### config.mk
export PLATFORM = sky130hd
export DESIGN_NAME = bht_predictor
export DESIGN_NICKNAME = d
export VERILOG_FILES = /design/src/rtl/bht_predictor.sv
export SDC_FILE = /design/constraint.sdc
export NUM_CORES = 1
export LEC_CHECK = 0
export BUFFER_PORTS_ARGS = -buffer_cell sky130_fd_sc_hd__buf_4
export CAP_MARGIN = 15
export CORE_MARGIN = 2
export CORE_UTILIZATION = 33
export CTS_CLUSTER_SIZE = 8
export DETAILED_ROUTE_END_ITERATION = 7
export GPL_TIMING_DRIVEN = 0
export SETUP_SLACK_MARGIN = 0.5
export SYNTH_ARGS = -nofsm -noshare
export SYNTH_HDL_FRONTEND = slang
export SYNTH_SLANG_ARGS = --single-unit
### constraint.sdc
create_clock -name clk -period 14.75 [get_ports clk]
set_input_delay 2.95 -clock clk [delete_from_list [all_inputs] [get_ports clk]]
set_output_delay 2.95 -clock clk [all_outputs]
set_load 0.01 [all_outputs]
### src/rtl/bht_predictor.sv
`default_nettype none
// ============================================================================
// Module   : bht_predictor
// Purpose  : Bimodal branch predictor (2-bit counters) with an in-order
//            in-flight FIFO; optional gshare indexing via BHT_GSHARE_EN.
// Revision : 1.0 - initial release
// ============================================================================
module bht_predictor #(
    parameter int PC_WIDTH   = 32,
    parameter int INDEX_BITS = 6,
    parameter int DEPTH      = 4
) (
    input  logic                       clk,
    input  logic                       reset,
    input  logic                       flush,
    input  logic                       pred_valid,
    input  logic [PC_WIDTH-1:0]        pred_pc,
    output logic                       pred_ready,
    output logic                       pred_out_valid,
    output logic                       pred_out_taken,
    input  logic                       res_valid,
    input  logic                       res_taken,
    output logic                       success,
    output logic                       res_err,
    output logic [$clog2(DEPTH):0]     inflight
);

    localparam int c_PTR_W   = $clog2(DEPTH);
    localparam int c_CNT_W   = c_PTR_W + 1;
    localparam int c_ENTRIES = 1 << INDEX_BITS;

    logic [1:0]            r_table     [c_ENTRIES];
    logic [INDEX_BITS-1:0] r_fifo_idx  [DEPTH];
    logic                  r_fifo_pred [DEPTH];
    logic [c_PTR_W-1:0]    r_wr_ptr;
    logic [c_PTR_W-1:0]    r_rd_ptr;
    logic [c_CNT_W-1:0]    r_count;
    logic                  r_pred_out_valid;
    logic                  r_pred_out_taken;
    logic                  r_success;
    logic                  r_res_err;

    logic [INDEX_BITS-1:0] w_idx;
    logic                  w_full;
    logic                  w_empty;
    logic                  w_pop;
    logic                  w_push;
    logic                  w_err;
    logic                  w_lookup;
    logic [INDEX_BITS-1:0] w_head_idx;
    logic                  w_head_pred;
    logic [1:0]            w_head_ctr;
    logic [1:0]            w_ctr_next;

`ifdef BHT_GSHARE_EN
    logic [INDEX_BITS-1:0] r_ghr;

    assign w_idx = pred_pc[INDEX_BITS+1:2] ^ r_ghr;

    // History advances only on retired (non-flushed) resolves
    always_ff @(posedge clk or posedge reset) begin
        if (reset) begin
            r_ghr <= '0;
        end else if (w_pop) begin
            r_ghr <= {r_ghr[INDEX_BITS-2:0], res_taken};
        end
    end
`else
    assign w_idx = pred_pc[INDEX_BITS+1:2];
`endif

    assign w_full   = (r_count == c_CNT_W'(DEPTH));
    assign w_empty  = (r_count == '0);
    assign w_pop    = res_valid & ~flush & ~w_empty;
    assign w_err    = res_valid & ~flush & w_empty;
    // A push into a full FIFO is tolerated when the same cycle retires the head
    assign w_push   = pred_valid & ~flush & (~w_full | w_pop);
    assign w_lookup = r_table[w_idx][1];

    assign w_head_idx  = r_fifo_idx[r_rd_ptr];
    assign w_head_pred = r_fifo_pred[r_rd_ptr];
    assign w_head_ctr  = r_table[w_head_idx];

    always_comb begin
        w_ctr_next = w_head_ctr;
        if (res_taken) begin
            if (w_head_ctr != 2'b11) begin
                w_ctr_next = w_head_ctr + 2'd1;
            end
        end else begin
            if (w_head_ctr != 2'b00) begin
                w_ctr_next = w_head_ctr - 2'd1;
            end
        end
    end

    // Counter table: lookup above sees the pre-update value in the same cycle
    always_ff @(posedge clk or posedge reset) begin
        if (reset) begin
            for (int i = 0; i < c_ENTRIES; i++) begin
                r_table[i] <= 2'b01;
            end
        end else if (w_pop) begin
            r_table[w_head_idx] <= w_ctr_next;
        end
    end

    always_ff @(posedge clk or posedge reset) begin
        if (reset) begin
            for (int i = 0; i < DEPTH; i++) begin
                r_fifo_idx[i]  <= '0;
                r_fifo_pred[i] <= 1'b0;
            end
        end else if (w_push) begin
            r_fifo_idx[r_wr_ptr]  <= w_idx;
            r_fifo_pred[r_wr_ptr] <= w_lookup;
        end
    end

    always_ff @(posedge clk or posedge reset) begin
        if (reset) begin
            r_wr_ptr <= '0;
            r_rd_ptr <= '0;
            r_count  <= '0;
        end else if (flush) begin
            r_wr_ptr <= '0;
            r_rd_ptr <= '0;
            r_count  <= '0;
        end else begin
            if (w_push) begin
                r_wr_ptr <= r_wr_ptr + c_PTR_W'(1);
            end
            if (w_pop) begin
                r_rd_ptr <= r_rd_ptr + c_PTR_W'(1);
            end
            case ({w_push, w_pop})
                2'b10:   r_count <= r_count + c_CNT_W'(1);
                2'b01:   r_count <= r_count - c_CNT_W'(1);
                default: r_count <= r_count;
            endcase
        end
    end

    always_ff @(posedge clk or posedge reset) begin
        if (reset) begin
            r_pred_out_valid <= 1'b0;
            r_pred_out_taken <= 1'b0;
            r_success        <= 1'b1;
            r_res_err        <= 1'b0;
        end else begin
            r_pred_out_valid <= w_push;
            r_pred_out_taken <= w_push & w_lookup;
            r_success        <= ~w_pop | (w_head_pred == res_taken);
            r_res_err        <= w_err;
        end
    end

    assign pred_ready     = ~w_full;
    assign pred_out_valid = r_pred_out_valid;
    assign pred_out_taken = r_pred_out_taken;
    assign success        = r_success;
    assign res_err        = r_res_err;
    assign inflight       = r_count;

endmodule
`default_nettype wire

==> metrics.yaml <==
run_status:
  status: "completed"
timing:
  timing.fmax_mhz: 187
  setup_viol: 0
  rsz0062_at_grt: "false"
  min_period_over_period_pct: 36.2
  drv_slew: 0
  slew_headroom_pct: 26.6
  finalClockSkew_ns: 0.00895
  tns_ns: 0
  hold_viol_final: 0
  min_period_ns: 5.34
  worstMarginPinSlew_ns: 1.09
detailed_routing:
  dr.pass1.iters: 5
  drt_iter0_markers: 696
  wl_per_cell_um: 19.6
  drc: 0
  ant_nets: 0
  via_count: 6802
  wl_mm: 24.9
  via_per_inst: 5.35
yosys:
  synth_edf_count: 0
  yosysTopAreaCell: "dfrtp_1"
  ys_ff_latch: 167
  avgSynthCellArea_um2: 9.95
  ys_warn_count: 0
  ys_seq_area_share_pct: 48.2
  synth_area_um2: 8840
  ys.flop_type: "dfrtp_1"
  synthArstFlopShare_pct: 100
  ys_top_cells_by_area: "dfrtp_1 (29%), dfstp_2 (19%), mux4_2 (7.6%)"
  synth_fp_nets: 931
  synth_compound_area_share_pct: 12.1
  synth-simple-area-share_pct: 16.6
  ys_types: 62
  synth_fa_ha_area_share_pct: 1.03
  synth_cells: 888
  synth_top_family_by_area: "multiplexers"
  synth_top_area_share_pct: 28.9
  synthXorXnorAreaFrac_pct: 0.595
  synth.area.mux_share_pct: 17.7
global_routing:
  grt_pass1_vias: 6689
  grt_overflow: 0
  grt_max_degree: 95
  grt_usage_pct: 18.4
  antenna_found_initial: 0
  grt_pass1_wl_mm: 39.3
setup_path:
  crit_arrival_ns: 5.67
  crit_path_frequent_cell: "mux4_2"
  reg2reg_from: "r_rd_ptr[0]"
  crit_path_end_kind: "flop"
  path_delay_family: "multiplexers"
  crit_start: "pred_pc[2]"
  path_max_fanout: 10
  crit_type: "in2reg"
  slowest_stage: "clkbuf_1"
  start_kind: "input port"
  crit_chain: "clkbuf_1 -> mux4_2 -> mux4_2 -> mux4_2 -> mux2_2"
  worstPathRequired_ns: 15.07
  path_buf_inv: 1
  critPathMaxStageDelay_ns: 0.69
cts:
  path_clk_slew_ns: 0.07
  cts-root-buf: "clkbuf_16"
  cts_setup_buffers: 0
  clock_path_buffers: 2
  clk_latency_ns: 0.44
  clock-sinks: 167
  holdBufCountCts: 0
  cts_buffers: 17
  tritoncts: "built"
  cts_resized: 0
  h-tree-depth: 4
layout:
  area_growth_pct: 12.4
  final_cell_mix: "nor2_1 (153), nand2_1 (148), dfrtp_1 (102)"
  seq_area_um2: 4260
  insertedDiodeCount: 0
  layout.nets: 967
  finalNonFillerCells: 1272
  multi_input_area_um2: 4240
  num-fill-cells: 2551
  layout_commonest_cell: "nor2_1"
  fin_area_um2: 9940
  drive_gt1_share_pct: 23.6
die:
  row_count: 59
  start_util_pct: 33.7
  die_w_um: 168
  core_area_um2: 26200
  io_pins: 46
  die_y_um: 168
  dieArea_um2: 28100
power_and_ir_drop:
  cellPowerDensity_nw_per_um2: 228
  design_power_total_mw: 2.27
  p_leak_nw: 3.91
  ir_worst_vdd_uv: 141
worst_hold_path:
  hp-class: "reg2reg"
  min_from: "r_table[74]"
placement:
  placed_cells: 1239
  placed_cell_area_um2: 9400
  io_buffers: 15
  dp_hpwl_mm: 16.7
  gp_congestion: 0.858
run:
  max_cap_viol_count: 0
-- metrics by stage --
| step | worst slack [ns] | utilization [%] | hold WS [ns] |
|---|---|---|---|
| final | 9.41 | 37.9 | 0.483 |
| after detailed placement | 8.93 | 35.9 | 0.480 |
| after global routing | 9.28 | 37.9 | 0.514 |
| after floorplan | 7.39 | - | 0.448 |
| after global placement | 5.20 | 35.7 | 0.469 |
| after CTS | 9.38 | 37.9 | 0.491 |
-- worst paths after layout --
check	endpoint	slack, ns	cells past startpoint
max in group asynchronous	r_table[64]	11.33	3
min	r_table[74]	0.48	2
min reg2reg	r_table[74]	0.48	2
max	r_fifo_pred[1]	9.41	5
max reg2reg	r_table[118]	10.75	12
min in group asynchronous	r_fifo_idx[7]	2.55	2
-- flip-flops by register name, indices dropped and copies added (netlist names) --
signal	count
success	1
r_fifo_pred	4
r_table	128
res_err	1
r_wr_ptr	2
r_fifo_idx	24
pred_out_valid	1
inflight	3
r_rd_ptr	2
pred_out_taken	1
-- worst min-delay path: stages (launching register included) --
cell and delay (ns):
dfstp_2 0.37, inv_1 0.04, mux2i_1 0.06
-- cells by family after synthesis --
logic type                 Yosys count
xor gates and xnor gates             6
adders and majority gates            7
buffers and inverters               61
and+or+nand+nor                    353
muxes                              114
DFF                                167
AOI/OAI and AO/OA                  180
-- Yosys cell counts (all sizes together) (7+ instances only) --
master	instances
inv	12
nand2	148
nand3	11
clkbuf	15
nor3	8
mux2i	45
dfrtp	102
buf	34
mux4	30
nor2	153
a22oi	7
mux2	39
a21oi	63
dfstp	65
o21ai	67
-- layer usage --
layer	part of all wire, %	vias to the layer above	track usage [%]
li1	-	3203	-
met2	47	254	29.3
met5	0	-	0
met1	44	3306	25.0
met3	6.7	39	4.02
met4	2.0	0	6.01
-- power breakdown --
| part | total [mW] | internal, mW | switching [mW] |
|---|---|---|---|
| registers | 0.714 | 0.628 | 0.0859 |
| clock network | 0.415 | 0.215 | 0.199 |
| logic | 1.14 | 0.404 | 0.733 |
-- area by class of cell --
cell class,instances,area share (%)
Buffer,49,2.92
Clock buffer,17,4.28
Clock inverter,15,1.03
Inverter,12,0.529
Multi-Input combinational cell,660,42.7
Sequential cell,167,42.9
Tap cell,335,4.22
Timing Repair Buffer,17,1.46
Note: power is estimated with default switching activity, not from simulation.
